==> src/rtl/seq_detect_ctrl_if.sv <==
// Bundle between the run controller, the board inputs and the serial sequence detector.
// The master modport is the controller's view of the bundle.
interface seq_detect_ctrl_if #(
    parameter int WIDTH = 8,
    parameter int CNT_W = 4
);
    logic             button;
    logic [WIDTH-1:0] switch;
    logic             det_clr;
    logic             det_bit;
    logic             det_valid;
    logic             det_hit;
    logic             busy;
    logic [CNT_W-1:0] hit_count;
    logic             done;
    logic             led;

    modport master (
        input  button, switch, det_hit,
        output det_clr, det_bit, det_valid, busy, hit_count, done, led
    );

    modport slave (
        output button, switch, det_hit,
        input  det_clr, det_bit, det_valid, busy, hit_count, done, led
    );
endinterface

==> src/rtl/seq_detect_ctrl.sv <==
// Run controller: captures the switch word on a button edge, clears the detector,
// streams the word MSB first, counts registered match flags and reports the result.
module seq_detect_ctrl #(
    parameter int WIDTH = 8,
    parameter int CNT_W = 4
) (
    input  logic clk,
    input  logic rst,
    seq_detect_ctrl_if.master bus
);
    localparam int BC_W = (WIDTH > 2) ? $clog2(WIDTH) : 1;
    localparam logic [BC_W-1:0]  LAST_BIT = BC_W'(WIDTH - 1);
    localparam logic [CNT_W-1:0] CNT_MAX  = '1;

    typedef enum logic [2:0] {
        S_IDLE,
        S_CLEAR,
        S_SHIFT,
        S_DRAIN,
        S_DONE
    } state_t;

    state_t           state_reg, state_next;
    logic             button_d_reg;
    logic [WIDTH-1:0] shreg_reg, shreg_next;
    logic [BC_W-1:0]  bitcnt_reg, bitcnt_next;
    logic             valid_d_reg;
    logic [CNT_W-1:0] hit_count_reg, hit_count_next;
    logic             led_reg, led_next;
    logic             det_clr_reg, det_bit_reg, det_valid_reg, done_reg, busy_reg;
    logic             start;
    logic             hit_sample;

    assign start      = bus.button & ~button_d_reg;
    // det_hit is registered by the detector, so it belongs to the bit valid one cycle ago
    assign hit_sample = valid_d_reg & bus.det_hit;

    always_comb begin
        state_next     = state_reg;
        shreg_next     = shreg_reg;
        bitcnt_next    = bitcnt_reg;
        led_next       = led_reg;
        hit_count_next = hit_count_reg;
        if (hit_sample && (hit_count_reg != CNT_MAX)) begin
            hit_count_next = hit_count_reg + 1'b1;
        end
        case (state_reg)
            S_IDLE: begin
                if (start) begin
                    shreg_next = bus.switch;
                    state_next = S_CLEAR;
                end
            end
            S_CLEAR: begin
                hit_count_next = '0;
                led_next       = 1'b0;
                bitcnt_next    = '0;
                state_next     = S_SHIFT;
            end
            S_SHIFT: begin
                shreg_next  = shreg_reg << 1;
                bitcnt_next = bitcnt_reg + 1'b1;
                if (bitcnt_reg == LAST_BIT) begin
                    state_next = S_DRAIN;
                end
            end
            S_DRAIN: begin
                led_next   = (hit_count_reg != '0) | hit_sample;
                state_next = S_DONE;
            end
            S_DONE: begin
                state_next = S_IDLE;
            end
            default: begin
                state_next = S_IDLE;
            end
        endcase
    end

    // Outputs are registered from the next state so they line up with the state itself
    always_ff @(posedge clk) begin
        if (rst) begin
            state_reg     <= S_IDLE;
            button_d_reg  <= 1'b1;
            shreg_reg     <= '0;
            bitcnt_reg    <= '0;
            valid_d_reg   <= 1'b0;
            hit_count_reg <= '0;
            led_reg       <= 1'b0;
            det_clr_reg   <= 1'b0;
            det_bit_reg   <= 1'b0;
            det_valid_reg <= 1'b0;
            done_reg      <= 1'b0;
            busy_reg      <= 1'b0;
        end else begin
            state_reg     <= state_next;
            button_d_reg  <= bus.button;
            shreg_reg     <= shreg_next;
            bitcnt_reg    <= bitcnt_next;
            valid_d_reg   <= det_valid_reg;
            hit_count_reg <= hit_count_next;
            led_reg       <= led_next;
            det_clr_reg   <= (state_next == S_CLEAR);
            det_valid_reg <= (state_next == S_SHIFT);
            det_bit_reg   <= (state_next == S_SHIFT) ? shreg_next[WIDTH-1] : 1'b0;
            done_reg      <= (state_next == S_DONE);
            busy_reg      <= (state_next != S_IDLE);
        end
    end

    assign bus.det_clr   = det_clr_reg;
    assign bus.det_bit   = det_bit_reg;
    assign bus.det_valid = det_valid_reg;
    assign bus.done      = done_reg;
    assign bus.busy      = busy_reg;
    assign bus.hit_count = hit_count_reg;
    assign bus.led       = led_reg;
endmodule

==> src/flat_wrapper.sv <==
// flat-port wrapper written by rule: the top's interface ports become plain ports
module seq_detect_ctrl_flat 
#(
    parameter int WIDTH = 8,
    parameter int CNT_W = 4
)
  (clk, rst, bus_button, bus_switch, bus_det_hit, bus_det_clr, bus_det_bit, bus_det_valid, bus_busy, bus_hit_count, bus_done, bus_led);
  seq_detect_ctrl_if #(.WIDTH(WIDTH), .CNT_W(CNT_W)) bus_i ();
  input  logic clk;
  input  logic rst;
  input wire logic [$bits(bus_i.button)-1:0] bus_button;
  input wire logic [$bits(bus_i.switch)-1:0] bus_switch;
  input wire logic [$bits(bus_i.det_hit)-1:0] bus_det_hit;
  output wire logic [$bits(bus_i.det_clr)-1:0] bus_det_clr;
  output wire logic [$bits(bus_i.det_bit)-1:0] bus_det_bit;
  output wire logic [$bits(bus_i.det_valid)-1:0] bus_det_valid;
  output wire logic [$bits(bus_i.busy)-1:0] bus_busy;
  output wire logic [$bits(bus_i.hit_count)-1:0] bus_hit_count;
  output wire logic [$bits(bus_i.done)-1:0] bus_done;
  output wire logic [$bits(bus_i.led)-1:0] bus_led;
  assign bus_i.button = bus_button;
  assign bus_i.switch = bus_switch;
  assign bus_i.det_hit = bus_det_hit;
  assign bus_det_clr = bus_i.det_clr;
  assign bus_det_bit = bus_i.det_bit;
  assign bus_det_valid = bus_i.det_valid;
  assign bus_busy = bus_i.busy;
  assign bus_hit_count = bus_i.hit_count;
  assign bus_done = bus_i.done;
  assign bus_led = bus_i.led;
  seq_detect_ctrl #(.WIDTH(WIDTH), .CNT_W(CNT_W)) u_core (.clk(clk), .rst(rst), .bus(bus_i));
endmodule
==> config.mk <==
export PLATFORM = sky130hd
export DESIGN_NAME = seq_detect_ctrl_flat
export DESIGN_NICKNAME = d
export VERILOG_FILES = /design/src/rtl/seq_detect_ctrl_if.sv /design/src/rtl/seq_detect_ctrl.sv /design/src/flat_wrapper.sv
export SDC_FILE = /design/constraint.sdc
export NUM_CORES = 1
export LEC_CHECK = 0
export CAP_MARGIN = 30
export CORE_MARGIN = 2
export CORE_UTILIZATION = 44
export DETAILED_ROUTE_END_ITERATION = 8
export PLACE_DENSITY = 0.82
export SYNTH_ARGS = -nofsm -noshare
export SYNTH_HDL_FRONTEND = slang
export SYNTH_SLANG_ARGS = --single-unit
==> constraint.sdc <==
create_clock -name clk -period 1.15 [get_ports clk]
set_input_delay 0.23 -clock clk [delete_from_list [all_inputs] [get_ports clk]]
set_output_delay 0.23 -clock clk [all_outputs]
set_load 0.1 [all_outputs]
==> results of run 1 <==
-- final timing paths --
kind	slack [ps]	depth (start not counted)	to	start
max reg2reg	-50	5	u_core.state_reg[0]	u_core.state_reg[1]
min reg2reg	500	1	u_core.valid_d_reg	u_core.bus.det_valid
min	260	2	u_core.button_d_reg	bus_button
max	-50	5	u_core.state_reg[0]	u_core.state_reg[1]
-- metrics by stage --
step           TNS [ps]  setup slack [ps]  util [%]  cell area, um2  hold slack [ps]
2_1_floorplan      -170             -61.2         -            1160              337
3_3_place_gp      -5010              -361      67.1            1630              476
3_5_place_dp      -5850              -407      67.1            1630              489
4_1_cts           -26.0             -26.0      72.3            1760              243
5_1_grt            -791             -92.5      77.4            1880              250
6_report           -131             -45.8      77.4            1880              263
-- layer usage --
metal / up-vias / global-route usage (%) / share of wire, %
met2: 29 / 38.2 / 53
met4: 0 / 5.00 / 2.0
met5: - / 0 / 0
met3: 6 / 4.17 / 4.4
li1: 516 / - / -
met1: 516 / 21.3 / 41
-- kinds of logic after synthesis --
logic type / after synthesis
compound gates: 34
xor+xnor: 2
fa+ha+maj: 4
buf+inv: 9
flops: 26
mux: 2
simple gates: 41
-- power by group through the flow --
stage | clock, uW | sequential [uW] | combinational [uW]
global route | 494 | 936 | 291
finish | 447 | 933 | 277
CTS | 459 | 931 | 238
global placement | 0 | 949 | 220
floorplan | 0 | 981 | 82.4
detailed placement | 0 | 950 | 228
-- worst max-delay path: cells and delay by family (launching register included) --
kind	cells	cell delay, ps
and+or+nand+nor	3	530
DFF	1	390
buffers and inverters	1	140
AOI/OAI and AO/OA	1	40
-- area by class of cell --
class | count | area, um2 | share of cell area [%]
sequential | 26 | 551 | 29.2
tap | 30 | 37.5 | 1.99
timing repair buffer | 49 | 542 | 28.8
inverter | 3 | 11.3 | 0.598
multi-input combinational | 83 | 706 | 37.5
clock buffer | 4 | 36.3 | 1.93
-- Yosys cell counts --
| cell type | count | share of area [%] |
|---|---|---|
| a21boi_0 | 1 | 0.68 |
| a21oi_1 | 13 | 5.9 |
| a22o_1 | 2 | 1.6 |
| a22oi_1 | 6 | 4.1 |
| a311oi_1 | 1 | 0.79 |
| a31oi_1 | 3 | 1.7 |
| and2_1 | 1 | 0.56 |
| and3_1 | 3 | 1.7 |
| and3b_4 | 1 | 1.1 |
| buf_2 | 3 | 1.4 |
| buf_6 | 1 | 1.0 |
| clkbuf_1 | 2 | 0.68 |
| dfxtp_1 | 26 | 47 |
| ha_1 | 4 | 4.5 |
| inv_1 | 3 | 1.0 |
| mux2_2 | 1 | 1.0 |
| mux2i_1 | 1 | 0.90 |
| nand2_1 | 11 | 3.7 |
| nand2b_1 | 3 | 1.7 |
| nand3_1 | 2 | 0.90 |
| nand3b_1 | 1 | 0.68 |
| nor2_1 | 6 | 2.0 |
| nor2_2 | 3 | 1.7 |
| nor2b_1 | 1 | 0.56 |
| nor2b_4 | 1 | 1.2 |
| nor3_1 | 3 | 1.4 |
| nor3_2 | 1 | 0.90 |
| nor3b_1 | 1 | 0.68 |
| nor3b_2 | 1 | 1.1 |
| o21ai_0 | 4 | 1.8 |
| o21ai_2 | 1 | 0.79 |
| o21bai_1 | 1 | 0.68 |
| o31a_1 | 1 | 0.79 |
| o32a_1 | 1 | 0.90 |
| or2_2 | 1 | 0.56 |
| or3b_1 | 1 | 0.79 |
| xnor2_1 | 2 | 1.6 |
-- timing repair --
item | CTS | global route
gates cloned | 0 | 1
hold buffers | 0 | 0
buffers inserted | 4 | 2
gates resized for setup | 17 | 30
pin swaps | 5 | 17
setup endpoints to repair | 16 | 20
==> flow_summary.yaml, run 1 <==
die:
  die_area_um2: 2940
  std_cell_rows: 18
  die_w_um: 54.2
  core_area_um2: 2430
  initial_core_util_pct: 45.6
  die_height_um: 54.2
  ios: 22
grt:
  grt_max_degree: 15
  grt_pass1_vias: 1003
  antenna_found_initial: 0
  track_usage_pct: 19.7
  grt_overflow: 0
  grt_pass1_wl_um: 4150
cells_and_area:
  largest_reg_flops: 8
  drive_above_1_share_pct: 53.9
  areaGrowthSynthToFinish_pct: 69.9
  antennaDiodeCount: 0
  fill_cells: 159
  mostFrequentLayoutCell: "buf_4"
  stdcell_count: 195
  layout_common_cells: "buf_4, dfxtp_1, clkdlybuf4s50_1, buf_12, a21oi_1"
  nNetsFinal: 182
setup_path:
  cp.required_ps: 1380
  crit_arrival_ps: 1430
  worstSetupEndpointType: "flip-flop"
  path_max_fanout: 5
  critPathSlowestCell: "dfxtp_4"
  cp-start-kind: "flip-flop"
  path_class: "reg2reg"
  critPathMaxStageDelay_ps: 390
  worstPathCellList: "nor2_4 -> and3b_4 -> buf_6 -> a21oi_1 -> nor3_1"
timing:
  rsz0062_at_grt: "true"
  fmax_ghz: 0.836
  skew_ps: 6.73
  finalCritPeriodShare_pct: 104
  finalHoldViolCount: 0
  setup_ws_ps: -45.8
  fin_crit_ps: 1200
  worstMarginPinSlew_ps: 281
  drv_slew: 0
  worst_slew_margin_rel_pct: 81.2
  setup_violations: 6
synthesis:
  synth_area_um2: 1110
  syn_area_per_cell_um2: 9.39
  synth_fa_ha_area_share_pct: 4.51
  synthDistinctLibCells: 37
  synth_xor_area_share_pct: 1.58
  synth_seq_cells: 26
  synth_top_family_by_area: "simple AND/OR/NAND/NOR gates"
  synthMuxAreaShare_pct: 1.92
  yosysSeqAreaShare_pct: 47.0
  ys_warn_count: 0
  synth-compound-area-share_pct: 19.6
  syn-num-nets: 134
  synth_cells: 118
  synthSimpleGateAreaFrac_pct: 21.3
clocking:
  clock_sinks: 26
  clockBufferDepth: 2
  ctsRootBufferMaster: "clkbuf_4"
  cts_max_level: 1
  insertion_delay_ps: 320
  cts_made_buffers: 3
  path_clk_slew_ps: 130
  cts_tree: "yes"
power:
  p_int_uw: 1250
  sw_frac_of_total_pct: 24.7
  total_power_uw: 1660
  pwr_density_cell_nw_per_um2: 880
  max-vdd-ir-drop_uv: 748
  p_sw_uw: 409
  power_frac_clock_pct: 27.0
  cellLeakagePower_uw: 0.000696
  seq_power_share_pct: 56.3
  comb_power_share_pct: 16.7
placement:
  place.gp.congestion: 0.794
  hpwlAfterDp_um: 1970
  dpl.cell_count: 184
  io_buffers: 21
routing:
  vias: 1067
  routed_via_density: 5.47
  firstDrtPassIters: 4
  drc_errors: 0
  routedWlPerCell_um: 15.2
  drtIter0Drc: 15
  wl_um: 2960
  drtAntennaViolNets: 0
outcome:
  violations: "setup timing"
  status: "complete, but fails checks"
hold_path:
  hold_path.class: "in2reg"
run:
  maxCapViolCount: 0
No activity file was read; power rests on OpenSTA's default activity.
==> run 2: changes to the inputs <==
- CAP_MARGIN: 30 -> 20
- CORE_UTILIZATION: 44 -> 53
- PLACE_DENSITY: 0.82 -> 0.91
- clock period: 1.15 -> 1.4 ns (I/O delays scaled with it)
==> flow_summary.yaml, run 2 (synthesis results as in run 1) <==
cells_and_area:
  finalInstanceArea_um2: 1570
  antennaDiodeCount: 0
  stdcell_count: 178
  largest_reg_flops: 8
  drive_above_1_share_pct: 29.8
  mostFrequentLayoutCell: "dfxtp_1"
  seq_area_um2: 533
  nNetsFinal: 169
  areaGrowthSynthToFinish_pct: 41.8
  fill_cells: 146
  final_util_pct: 80.1
  multi_input_area_um2: 548
  layout_common_cells: "dfxtp_1, buf_4, a21oi_1"
setup_path:
  critPathMaxStageDelay_ps: 350
  r2r_setup_slack_ps: 60
  cp.required_ps: 1650
  crit_top_cell: "ha_1"
  worstPathCellList: "ha_1 -> ha_1 -> o21ai_1 -> and2_1 -> nor3b_2"
  cp-start-kind: "flip-flop"
  path_buf_inv: 0
  worstSetupEndpointType: "flip-flop"
  crit_arrival_ps: 1590
  path_max_fanout: 3
  critPathSlowestCell: "dfxtp_1"
  cp_top_family: "adder cells"
  path_class: "reg2reg"
die:
  std_cell_rows: 16
  initial_core_util_pct: 56.5
  ios: 22
  die_height_um: 49.7
  die_w_um: 49.7
  core_area_um2: 1960
  die_area_um2: 2470
clocking:
  cts-resized-gates: 0
  ctsRootBufferMaster: "clkbuf_4"
  cts_hold_buf: 0
  post_cts_buffers: 0
  insertion_delay_ps: 320
  clock_sinks: 26
  cts_tree: "yes"
  clockBufferDepth: 2
  path_clk_slew_ps: 130
  cts_max_level: 1
  cts_made_buffers: 3
timing:
  rsz0062_at_grt: "false"
  worst_slew_margin_rel_pct: 72.6
  setup_violations: 0
  worstMarginPinSlew_ps: 407
  setup_tns_ps: 0
  finalCritPeriodShare_pct: 95.5
  skew_ps: 8.09
  fmax_ghz: 0.748
  finalHoldViolCount: 0
  fin_crit_ps: 1340
  drv_slew: 0
power:
  cellLeakagePower_uw: 0.000596
  total_power_uw: 1260
  pwr_density_cell_nw_per_um2: 799
  max-vdd-ir-drop_uv: 888
routing:
  routed_via_density: 5.61
  firstDrtPassIters: 5
  drtAntennaViolNets: 0
  wl_um: 2510
  vias: 999
  drc_errors: 0
  drtIter0Drc: 17
  routedWlPerCell_um: 14.1
outcome:
  status: "completed"
placement:
  dpl.cell_count: 175
  io_buffers: 21
  dpl_cell_area_um2: 1540
  place.gp.congestion: 0.843
  hpwlAfterDp_um: 2020
grt:
  grt_pass1_vias: 1009
  antenna_found_initial: 0
  track_usage_pct: 23.3
  grt_overflow: 0
  grt_pass1_wl_um: 4320
  grt_max_degree: 14
hold_path:
  hold_path.class: "in2reg"
run:
  maxCapViolCount: 0
==> run 2: cell types whose count changed in the layout (fill, tap and decap cells not counted), sizes merged <==
cell	change
clkbuf	-1
buf	-13
clkdlybuf4s50	+1
dlygate4sd2	-1
==> run 2: per-layer routing <==
metal / GRT usage (%) / part of all wire (%) / up-vias
li1: - / - / 489
met1: 21.7 / 37 / 460
met2: 47.1 / 55 / 35
met3: 3.94 / 4.1 / 15
met4: 11.6 / 3.7 / 0
met5: 0 / 0 / -
==> run 2: worst register-to-register path, stage by stage, from the launching register on <==
cell	delay (ps)
dfxtp_1	350
ha_1	200
ha_1	200
o21ai_1	180
and2_1	170
nor3b_2	190
==> run 2: metrics by stage <==
| step | hold WS, ps | setup WS, ps |
|---|---|---|
| after floorplan | 387 | 22.9 |
| after CTS | 494 | 48.7 |
| after global placement | 480 | -166 |
| final | 498 | 63.2 |
| after detailed placement | 499 | -224 |
| after global routing | 502 | 1.13 |
==> run 2: path summary, 6_finish.rpt <==
check,startpoint,to,cells after the start
max,u_core.bitcnt_reg[0],u_core.bus.det_bit,5
min,bus_switch[5],u_core.shreg_reg[5],3
max reg2reg,u_core.bitcnt_reg[0],u_core.bus.det_bit,5
min reg2reg,u_core.bitcnt_reg[2],u_core.bitcnt_reg[2],2
==> run 2: layout make-up <==
class	count	share of cell area (%)
multi-input combinational	83	34.9
sequential	26	33.9
timing repair buffer	36	26.9
tap	27	2.15
clock buffer	3	1.43
inverter	3	0.717
==> run 2: power breakdown <==
| group | switching [uW] | leakage [uW] | internal, uW | total, uW |
|---|---|---|---|---|
| clock network | 206 | 0.0000138 | 101 | 307 |
| logic | 89.7 | 0.000368 | 89.7 | 179 |
| registers | 14.3 | 0.000214 | 755 | 769 |
==> run 3: changes to the inputs <==
- PLACE_DENSITY: 0.91 -> default
- PLACE_DENSITY_LB_ADDON: default -> 0.3
==> flow_summary.yaml, run 3 (synthesis results as in run 1) <==
outcome:
  status: "completed"
power:
  max-vdd-ir-drop_uv: 656
  pwr_density_cell_nw_per_um2: 800
  total_power_uw: 1260
  cellLeakagePower_uw: 0.000585
grt:
  grt_max_degree: 15
  grt_pass1_wl_um: 4460
  antenna_found_initial: 0
  grt_overflow: 0
  track_usage_pct: 23.9
  grt_pass1_vias: 988
hold_path:
  hold_path.class: "in2reg"
  hp-start: "bus_switch[2]"
  hold_depth: 3
  min_to: "u_core.shreg_reg[2]"
routing:
  routed_via_density: 5.75
  firstDrtPassIters: 4
  drtIter0Drc: 50
  wl_um: 2750
  vias: 1017
  drc_errors: 0
  drtAntennaViolNets: 0
  routedWlPerCell_um: 15.5
cells_and_area:
  layout_common_cells: "dfxtp_1, a21oi_1, buf_4"
  final_util_pct: 80.2
  mostFrequentLayoutCell: "dfxtp_1"
  finalInstanceArea_um2: 1570
  areaGrowthSynthToFinish_pct: 41.9
  largest_reg_flops: 8
  drive_above_1_share_pct: 29.3
  nNetsFinal: 167
  antennaDiodeCount: 0
  stdcell_count: 177
timing:
  holdWs_ps: 505
  drv_slew: 0
  skew_ps: 3.05
  finalCritPeriodShare_pct: 93.6
  finalHoldViolCount: 0
  worstMarginPinSlew_ps: 421
  worst_slew_margin_rel_pct: 71.7
  fmax_ghz: 0.763
  fin_crit_ps: 1310
  setup_violations: 0
  rsz0062_at_grt: "false"
die:
  core_area_um2: 1960
  ios: 22
  initial_core_util_pct: 56.5
  die_height_um: 49.7
  die_area_um2: 2470
  std_cell_rows: 16
  die_w_um: 49.7
clocking:
  cts-resized-gates: 0
  clock_sinks: 26
  post_cts_buffers: 0
  ctsRootBufferMaster: "clkbuf_4"
  insertion_delay_ps: 310
  cts_made_buffers: 3
  path_clk_slew_ps: 130
  cts_tree: "yes"
  clockBufferDepth: 2
  cts_hold_buf: 0
  cts_max_level: 1
setup_path:
  worstSetupEndpointType: "flip-flop"
  cp_top_family: "buffers and inverters"
  crit_arrival_ps: 1550
  r2r_cells: 5
  critPathMaxStageDelay_ps: 490
  cp-start-kind: "input port"
  r2r_setup_slack_ps: 100
  worstPathCellList: "clkdlybuf4s50_1 -> nor2b_4 -> and3b_4 -> buf_4 -> nand2_1 -> a21oi_1"
  path_class: "in2reg"
  r2r-end: "u_core.bus.det_bit"
  path_buf_inv: 2
  critPathSlowestCell: "clkdlybuf4s50_1"
  r2r-start: "u_core.bitcnt_reg[0]"
  cp.required_ps: 1640
  path_max_fanout: 8
placement:
  dpl.cell_count: 173
  dpl_cell_area_um2: 1530
  io_buffers: 21
  place.gp.congestion: 0.825
  hpwlAfterDp_um: 2090
run:
  maxCapViolCount: 0
==> run 3: cell count changes in the layout (fill, tap and decap cells not counted) <==
cell / previous run / this run
a311oi_1: 1 / 0
a311oi_2: 0 / 1
a31oi_1: 3 / 2
a31oi_2: 0 / 1
buf_4: 15 / 13
clkinv_1: 0 / 1
nor2_2: 3 / 2
nor2_4: 0 / 1
nor3_1: 2 / 3
nor3_2: 2 / 1
o21ai_0: 3 / 4
o21ai_1: 1 / 0
==> run 3: layout make-up <==
cell class / instances / area (um2)
Timing Repair Buffer: 34 / 408
Clock inverter: 1 / 3.75
Clock buffer: 3 / 22.5
Multi-Input combinational cell: 83 / 561
Fill cell: 128 / 389
Sequential cell: 26 / 533
Tap cell: 27 / 33.8
Inverter: 3 / 11.3
==> run 3: worst max-delay path by stage <==
stage / slack, ps / endpoint / cells after the start / startpoint
global route: 5 / u_core.bus.det_bit / 5 / u_core.bitcnt_reg[0]
CTS: 70 / u_core.shreg_reg[0] / 4 / u_core.state_reg[1]
finish: 90 / u_core.shreg_reg[6] / 6 / bus_button
detailed placement: -270 / u_core.shreg_reg[3] / 6 / bus_button
global placement: -160 / u_core.shreg_reg[0] / 5 / bus_button
floorplan: 20 / u_core.bus.hit_count[3] / 4 / u_core.bus.hit_count[2]
==> run 3: layer usage <==
metal | vias up | wire length [um] | share of wire (%) | track usage, %
li1 | 485 | - | - | -
met1 | 472 | 1060 | 39 | 27.8
met2 | 54 | 1450 | 53 | 40.7
met3 | 6 | 198 | 7.2 | 8.18
met4 | 0 | 44 | 1.6 | 8.33
met5 | - | 0 | 0 | 0
==> run 3: report_power, final <==
| part | internal, uW | switching, uW | total (uW) | leakage [uW] |
|---|---|---|---|---|
| registers | 755 | 14.1 | 769 | 0.000214 |
| clock network | 104 | 207 | 311 | 0.0000154 |
| logic | 87.3 | 91.1 | 178 | 0.000356 |
| total | 946 | 312 | 1260 | 0.000585 |
==> run 3: through the flow <==
stage | TNS [ps] | setup WS [ps]
after floorplan | 0 | 22.9
after global placement | -1390 | -164
after detailed placement | -2620 | -268
after CTS | 0 | 67.2
after global routing | 0 | 5.03
final | 0 | 90.0
==> run 3: worst reg2reg max path, delay by kind of cell (launching register included) <==
family	cells	cell delay, ps
adder cells (fa/ha/maj)	2	400
AND/OR/NAND/NOR	2	310
flip-flops	1	350
AO/OA/AOI/OAI	1	190
